==> src/rtl/dot32_serial_mac.sv <==
// dot32_serial_mac
//   Serial 32-term unsigned dot product. The 128-bit input vector holds
//   32 unsigned 4-bit elements (element n = I[127-4n -: 4]). The weight
//   vector W uses the same packing. One accepted request is processed
//   as four 8-element chunks, in order 0..3, one chunk per clock. The
//   13-bit result is presented for one cycle.
//
//   Ports
//     clk          rising-edge clock
//     rst_n        asynchronous active-low reset
//     in_valid     request: latch I and start a computation (IDLE/DONE only)
//     weight_valid load W into the weight register (IDLE/DONE only)
//     I[127:0]     32 x 4-bit unsigned inputs
//     W[127:0]     32 x 4-bit unsigned weights
//     out_valid    OUT carries a result this cycle
//     OUT[12:0]    unsigned dot product, 0 whenever out_valid is low
//
//   Build option
//     WEIGHT_HOLD_EN  when defined, weights persist across computations.
//                     When undefined, the weight register is cleared on the
//                     edge that finishes a computation.
module dot32_serial_mac (
  input  logic         clk,
  input  logic         rst_n,
  input  logic         in_valid,
  input  logic         weight_valid,
  input  logic [127:0] I,
  input  logic [127:0] W,
  output logic         out_valid,
  output logic [12:0]  OUT
);

  localparam int DATA_W  = 4;
  localparam int COEF_W  = 4;
  localparam int PROD_W  = DATA_W + COEF_W;
  localparam int CHUNK_W = PROD_W + 3;
  localparam int ACC_W   = 13;

  typedef enum logic [1:0] {
    IDLE = 2'd0,
    CALC = 2'd1,
    DONE = 2'd2
  } state_t;

  state_t             state;
  logic [127:0]       in_reg;
  logic [127:0]       w_reg;
  logic [ACC_W-1:0]   acc;
  logic [1:0]         cnt;

  logic [31:0]        in_chunk;
  logic [31:0]        w_chunk;
  logic [CHUNK_W-1:0] chunk_sum;
  logic [ACC_W-1:0]   acc_next;

  // Sum of eight 4x4 unsigned products. Element 0 of the chunk sits in
  // the most significant nibble.
  function automatic logic [CHUNK_W-1:0] sum8(input logic [31:0] a,
                                              input logic [31:0] b);
    logic [CHUNK_W-1:0] s;
    logic [PROD_W-1:0]  p;
    s = '0;
    for (int k = 0; k < 8; k++) begin
      p = PROD_W'(a[31-4*k -: 4]) * PROD_W'(b[31-4*k -: 4]);
      s = s + CHUNK_W'(p);
    end
    return s;
  endfunction

  // Chunk c covers elements 8c..8c+7, i.e. the c-th 32-bit slice from the top.
  always_comb begin
    in_chunk = in_reg[127:96];
    w_chunk  = w_reg[127:96];
    case (cnt)
      2'd0: begin in_chunk = in_reg[127:96]; w_chunk = w_reg[127:96]; end
      2'd1: begin in_chunk = in_reg[95:64];  w_chunk = w_reg[95:64];  end
      2'd2: begin in_chunk = in_reg[63:32];  w_chunk = w_reg[63:32];  end
      default: begin in_chunk = in_reg[31:0]; w_chunk = w_reg[31:0]; end
    endcase
  end

  assign chunk_sum = sum8(in_chunk, w_chunk);
  assign acc_next  = acc + ACC_W'(chunk_sum);

  always_ff @(posedge clk or negedge rst_n) begin
    if (!rst_n) begin
      state     <= IDLE;
      in_reg    <= '0;
      w_reg     <= '0;
      acc       <= '0;
      cnt       <= '0;
      out_valid <= 1'b0;
      OUT       <= '0;
    end else begin
      case (state)
        CALC: begin
          acc <= acc_next;
          cnt <= cnt + 2'd1;
          if (cnt == 2'd3) begin
            state     <= DONE;
            out_valid <= 1'b1;
            OUT       <= acc_next;
`ifdef WEIGHT_HOLD_EN
            w_reg     <= w_reg;
`else
            w_reg     <= '0;
`endif
          end
        end
        default: begin
          // IDLE and DONE behave alike: the result pulse ends here and a
          // new request may be accepted back-to-back.
          out_valid <= 1'b0;
          OUT       <= '0;
          if (weight_valid) begin
            w_reg <= W;
          end
          if (in_valid) begin
            in_reg <= I;
            acc    <= '0;
            cnt    <= '0;
            state  <= CALC;
          end else begin
            state  <= IDLE;
          end
        end
      endcase
    end
  end

endmodule

==> config.mk <==
export PLATFORM = sky130hd
export DESIGN_NAME = dot32_serial_mac
export DESIGN_NICKNAME = d
export VERILOG_FILES = /design/src/rtl/dot32_serial_mac.sv
export SDC_FILE = /design/constraint.sdc
export NUM_CORES = 1
export LEC_CHECK = 0
export BUFFER_PORTS_ARGS = -buffer_cell sky130_fd_sc_hd__buf_2
export CAP_MARGIN = 40
export CORE_ASPECT_RATIO = 0.75
export CORE_UTILIZATION = 52
export DETAILED_ROUTE_END_ITERATION = 10
export PLACE_DENSITY = 0.77
export SYNTH_ARGS = -nofsm -noshare
export SYNTH_HDL_FRONTEND = slang
export SYNTH_SLANG_ARGS = --single-unit
==> constraint.sdc <==
create_clock -name clk -period 6.84 [get_ports clk]
set_input_delay 0.342 -clock clk [delete_from_list [all_inputs] [get_ports clk]]
set_output_delay 0.342 -clock clk [all_outputs]
set_load 0.005 [all_outputs]
Word level (Yosys, flattened, before mapping)
Index checks and enable logic that the tools add are counted.
- reductions and logical operators: 5
- $mul: 8
- equal/unequal tests: 5
- mux-type cells: 16
- bitwise operators: 1
- $add $sub $neg: 9
- operator list (cell ; count):
    2-to-1 mux 128 bit ; 3
    case mux 32 bit (3 select lines) ; 2
    multiplier 4 x 4 -> 8 bit ; 8
    2-to-1 mux 13 bit ; 4
    adder 11 x 8 -> 11 bit ; 4
    adder 13 x 11 -> 13 bit ; 1
    adder 10 x 8 -> 11 bit ; 1
    adder 9 x 8 -> 10 bit ; 1
    adder 8 x 8 -> 9 bit ; 1
    2-to-1 mux 2 bit ; 4
    equality test 2 x 1 -> 1 bit (second input constant) ; 2
    equality test 2 bit (second input constant) ; 2
    AND reduction 2 bit ; 2
    nonzero test 2 bit ; 2
    2-to-1 mux 1 bit ; 3
    adder 2 x 1 -> 2 bit (second input constant) ; 1
    zero test 2 bit ; 1
    != test 2 bit (second input constant) ; 1
    inverter 1 bit ; 1
- output and inout port bits: 14
- flip-flop bits (word level): 287

Depth between registers and ports, before layout
- depth after elaboration: 13
- depth in mapped cells: 30
- gate-level depth less buffers: 28

Worst setup path before layout
No wires, ideal clock.
- path kind: flip-flop to flip-flop
- start point: register cnt[0]
- end point: register acc[9]
- library setup time: 135 ps
- arrival time: 7238 ps
- stages on the path, launching flop included: 28
- setup slack: -534 ps
- buffers on the path: 2
- clock period less this slack: 7374 ps
- data required time: 6705 ps
- path through: dfrtp_1 -> inv_1 -> ha_1 -> buf_6 -> buf_2 -> a222oi_1 -> nand2_1 -> o21ai_0 -> nor2_1 -> fa_1 -> fa_1 -> inv_1 -> fa_1 -> fa_1 -> inv_1 -> fa_1 -> fa_1 -> inv_1 -> fa_1 -> fa_1 -> inv_1 -> ha_1 -> fa_1 -> a211oi_2 -> o21ai_0 -> a21oi_1 -> xor2_1 -> o21ai_0
- word-level cells in the longest chain between the ends: 12
- RTL lines (what ; RTL line ; text):
    from (decl) ; 49 ; logic [1:0] cnt;
    from (signal assigned) ; 98 ; cnt <= cnt + 2'd1;
    equality test 2 bit (tied with other cells) ; 74 ; case (cnt)
    case mux 32 bit (3 select lines) ; 74 ;
    multiplier 4 x 4 -> 8 bit ; 64 ; p = PROD_W'(a[31-4*k -: 4]) * PROD_W'(b[31-4*k -: 4]);
    adder 8 x 8 -> 9 bit ; 65 ; s = s + CHUNK_W'(p);
    adder 9 x 8 -> 10 bit ; 65 ;
    adder 10 x 8 -> 11 bit ; 65 ;
    adder 11 x 8 -> 11 bit (3 in series) ; 65 ;
    adder 11 x 8 -> 11 bit (*) ; 65 ;
    adder 13 x 11 -> 13 bit (*) ; 83 ; assign acc_next = acc + ACC_W'(chunk_sum);
    2-to-1 mux 13 bit (*) ; 95 ; case (state)
    to (signal assigned) ; 97 ; acc <= acc_next;
    to (decl) ; 48 ; logic [ACC_W-1:0] acc;
Every way passes the cells marked *; elsewhere a longest branch is shown, timed or not.
A chain may end at the register's enable or synchronous reset.

Worst setup path after layout
- start point: register cnt[1]
- end point: register acc[11]
Same word-level chain as after synthesis.

==> summary by stage <==
Detailed routing
The detail route stage leaves a number of antenna-violating nets equal to 0. The DRC violation count after routing is 0. The post-detailed-routing wire length is between 50 and 60 mm.

The number of DRC markers in iteration 0 is between 2k and 2.5k. In the final routed layout, each cell accounts on average for 21.0 um. The number of iterations in the first detailed-routing pass is 7.

The via total after detailed routing is roughly 15k. In the routed layout, each cell is associated on average with a via count of around 5.6.

CTS
The deepest clock path buffer count is 3. The H-tree depth is 1. The buffer cell driving the clock tree root is sky130_fd_sc_hd__clkbuf_16. TritonCTS built the clock tree. The clock insertion delay at the later pin of the skew report is approximately 0.57 ns. The clock sink count is roughly 290. The register clock-pin slew on the reported worst setup and hold paths is about 0.07 ns. The number of clock buffers inserted by TritonCTS is 28.

Floorplan
The area of the die is 0.0341 mm^2. The number of ports placed on the die boundary is 274. The core region is around 0.033 mm^2.

The horizontal extent of the die is ~210 um. The starting density of the core is a little over half. The row count is 57.

The vertical die dimension is ~160 um.

Synthesis
The prevailing post-synth register cell is sky130_fd_sc_hd__dfrtp_1. Counting every instance in the synthesized netlist gives approximately 1.7k. The synthesized netlist net count is around 2.2k. Counting flops with a built-in enable in the synthesized netlist gives 0. Yosys printed 0 warnings. The sequential element share of the synthesized area is 41.3%. The netlist area before placement is between 0.015 and 0.02 mm^2. The async set-or-reset flop fraction in the synthesized netlist is 100%. The average cell area after synthesis is between 10 and 15 um^2. Synthesis inferred between 200 and 300 register bits. The number of library cell types mapped by synthesis is between 50 and 60.

Worst setup path
The type of the setup path with the least slack is register to register. The largest driver fanout on the critical path is 17. In this design, the stage delay of the slowest critical-path cell is roughly 0.53 ns. Setup slack on the worst reg-to-reg path comes out at -0.75 ns. The endpoint type of the worst setup path is a register. The cell that appears most often on the critical path is sky130_fd_sc_hd__fa_1. Broken down by cell family, the worst path's largest delay share belongs to adder cells.

For the worst setup path, the data required time is roughly 7.3 ns. For the worst setup path, the data arrival time is between 8 and 9 ns. The critical path contains buffers and inverters numbering 6 combined. Among all stages on the critical path, the largest delay is contributed by sky130_fd_sc_hd__fa_1. The worst setup path is launched from a register.

Timing
In the post-route analysis, the smallest setup slack over all paths is -0.748 ns. The pin slew with the least headroom to its limit is roughly 0.93 ns. In this run the tightest slew margin relative to its limit is about two fifths. On the final layout, the worst clock skew is 0.0175 ns. Summed over all failing endpoints, the final setup total negative slack is -9.54 ns.

The number of hold violations in the final report is 0. Static timing analysis puts the maximum clock frequency at 132 MHz. The clock period minus final worst setup slack is around 7.6 ns. The max-slew violation total from the final report is 0.

Setup repair after global routing could not meet its margin everywhere. Setup violations remaining at the end of the flow were counted as 18. The portion of the clock cycle consumed by the worst path in the final layout is 111%.

Global routing
The overall global routing resource usage is between 30% and 40%. The first global-routing pass estimated roughly 85 mm of wire. The final global-route overflow total is 0. The pin count of the biggest net entering global routing is ~110. The number of antenna violations at the first check in global routing came to 5. The via count of the first global-routing pass came to ~15k.

Placement
The half-perimeter wire length of the detailed placement result is 39.1 mm. The count of port buffers added during placement is between 200 and 300. Routability-driven placement finished with a final weighted congestion of about 0.94. Including well taps, the total number of placed cells is 2473. The post-detailed-placement cell area is ~0.02 mm^2.

Job
The tool flagged a number of max-cap violations equal to 0.

Run status
The final reports fail on negative setup slack. The run finished, with violations left.

Finish
The synthesis-to-layout area growth is 28.9%. The post-route cell area is 0.0223 mm^2. The ratio of cells with drive above 1 in the final layout is approximately 33%.

Once layout is complete, the cells apart from fillers number around 2.6k. The final layout contains around 2.6k nets.

Min path
The path class of the tightest hold or removal check is primary input to register.
## worst register-to-register path, cell delays in order, from the launching register on
cell                       delay, ns
sky130_fd_sc_hd__dfrtp_2        0.45
sky130_fd_sc_hd__ha_4           0.22
sky130_fd_sc_hd__buf_12         0.17
sky130_fd_sc_hd__buf_4          0.16
sky130_fd_sc_hd__a222oi_1       0.52
sky130_fd_sc_hd__nand2_1        0.14
sky130_fd_sc_hd__o21ai_2        0.11
sky130_fd_sc_hd__nor2_2         0.07
sky130_fd_sc_hd__fa_1           0.48
sky130_fd_sc_hd__fa_1           0.53
sky130_fd_sc_hd__inv_2          0.06
sky130_fd_sc_hd__fa_1           0.48
sky130_fd_sc_hd__fa_1           0.50
sky130_fd_sc_hd__inv_1          0.05
sky130_fd_sc_hd__fa_1           0.45
sky130_fd_sc_hd__fa_1           0.53
sky130_fd_sc_hd__inv_2          0.04
sky130_fd_sc_hd__fa_1           0.48
sky130_fd_sc_hd__fa_1           0.52
sky130_fd_sc_hd__inv_2          0.05
sky130_fd_sc_hd__ha_4           0.16
sky130_fd_sc_hd__fa_2           0.39
sky130_fd_sc_hd__a211oi_4       0.35
sky130_fd_sc_hd__nor2_4         0.10
sky130_fd_sc_hd__o221ai_4       0.20
sky130_fd_sc_hd__xor2_1         0.17
sky130_fd_sc_hd__o21ai_1        0.07
## cell type report
cell class / instances / area [um^2]
tap: 442 / 553
sequential: 286 / 7160
clock buffer: 37 / 806
multi-input combinational: 1154 / 9310
inverter: 171 / 649
fill: 2420 / 10300
antenna: 2 / 5.00
timing repair buffer: 519 / 3690
clock inverter: 15 / 166
## final timing paths
path,startpoint,to,cells past startpoint
hold / removal,W[55],w_reg[55]$_DFFE_PN0P_,3
setup / recovery,cnt[1]$_DFFE_PN0P_,acc[11]$_DFFE_PN0P_,26
min in group asynchronous,rst_n,in_reg[49]$_DFFE_PN0P_,2
setup reg to reg,cnt[1]$_DFFE_PN0P_,acc[11]$_DFFE_PN0P_,26
hold reg to reg,w_reg[61]$_DFFE_PN0P_,w_reg[61]$_DFFE_PN0P_,2
max in group asynchronous,rst_n,w_reg[1]$_DFFE_PN0P_,3
## cell families after synthesis
group	count (synthesis)	synth area share, %
fa+ha+maj	193	19.1
buf+inv	272	7.12
flops	286	41.3
compound gates	221	8.78
xor+xnor	5	0.253
simple gates	598	14.6
mux	137	8.85
## Yosys cell counts (4+ instances only)
library cell | number | area, um^2
sky130_fd_sc_hd__fa_1 | 120 | 2400
sky130_fd_sc_hd__clkbuf_1 | 28 | 105
sky130_fd_sc_hd__nand3_1 | 89 | 445
sky130_fd_sc_hd__a21oi_1 | 66 | 330
sky130_fd_sc_hd__nand2_1 | 345 | 1290
sky130_fd_sc_hd__ha_1 | 73 | 913
sky130_fd_sc_hd__and2_1 | 8 | 50.1
sky130_fd_sc_hd__o21ai_0 | 59 | 295
sky130_fd_sc_hd__or2_1 | 12 | 75.1
sky130_fd_sc_hd__o31ai_1 | 4 | 30.0
sky130_fd_sc_hd__buf_1 | 6 | 22.5
sky130_fd_sc_hd__buf_6 | 17 | 191
sky130_fd_sc_hd__or2_2 | 9 | 56.3
sky130_fd_sc_hd__mux2_2 | 130 | 1460
sky130_fd_sc_hd__dfrtp_1 | 286 | 7160
sky130_fd_sc_hd__nor2_1 | 106 | 398
sky130_fd_sc_hd__nand3b_1 | 7 | 52.6
sky130_fd_sc_hd__inv_1 | 170 | 638
sky130_fd_sc_hd__xor2_1 | 4 | 35.0
sky130_fd_sc_hd__buf_4 | 9 | 67.6
sky130_fd_sc_hd__a222oi_1 | 62 | 621
sky130_fd_sc_hd__buf_2 | 41 | 205
sky130_fd_sc_hd__mux2i_1 | 7 | 70.1
## metrics by stage
step / utilization, % / hold slack, ns / worst slack, ns
3_5_place_dp: 61.6 / 0.451 / -0.768
3_3_place_gp: 61.4 / 0.448 / -0.729
5_1_grt: 68.5 / 0.00652 / -0.906
4_1_cts: 67.8 / 0.0000568 / -0.686
2_1_floorplan: - / 0.0464 / -0.0171
6_report: 68.5 / 0.00438 / -0.748
## cell usage in the layout, fill, tap and decap left out, types with 7 or more instances in the layout
cell	n
sky130_fd_sc_hd__a21oi_1	57
sky130_fd_sc_hd__a21oi_2	8
sky130_fd_sc_hd__a222oi_1	62
sky130_fd_sc_hd__and2_1	8
sky130_fd_sc_hd__buf_12	12
sky130_fd_sc_hd__buf_2	272
sky130_fd_sc_hd__buf_4	149
sky130_fd_sc_hd__clkbuf_16	31
sky130_fd_sc_hd__clkinv_2	7
sky130_fd_sc_hd__dfrtp_1	285
sky130_fd_sc_hd__dlygate4sd3_1	73
sky130_fd_sc_hd__fa_1	114
sky130_fd_sc_hd__ha_1	65
sky130_fd_sc_hd__ha_4	7
sky130_fd_sc_hd__inv_1	161
sky130_fd_sc_hd__inv_2	8
sky130_fd_sc_hd__mux2_2	130
sky130_fd_sc_hd__mux2i_1	7
sky130_fd_sc_hd__nand2_1	343
sky130_fd_sc_hd__nand3_1	88
sky130_fd_sc_hd__nand3b_1	7
sky130_fd_sc_hd__nor2_1	101
sky130_fd_sc_hd__o21ai_0	29
sky130_fd_sc_hd__o21ai_1	8
sky130_fd_sc_hd__o21ai_2	28
sky130_fd_sc_hd__or2_1	12
sky130_fd_sc_hd__or2_2	8
## routing by layer
metal / up-vias / part of all wire, % / GRT usage, %
met5: - / 0.073 / 0
met4: 6 / 3.3 / 10.0
met3: 130 / 7.9 / 5.27
met2: 764 / 46 / 51.2
met1: 7277 / 43 / 46.6
li1: 6586 / - / -
## timing repair
action / CTS / global route
gates cloned: 3 / 2
gates resized for setup: 38 / 32
pin swaps: 32 / 39
buffers inserted: 13 / 9
hold endpoints to repair: 182 / 0
endpoints found under the setup margin: 18 / 18
hold buffers: 73 / 0
Power is not shown: default switching activity piles up to over one toggle a cycle in this logic, so the estimate is an artifact.
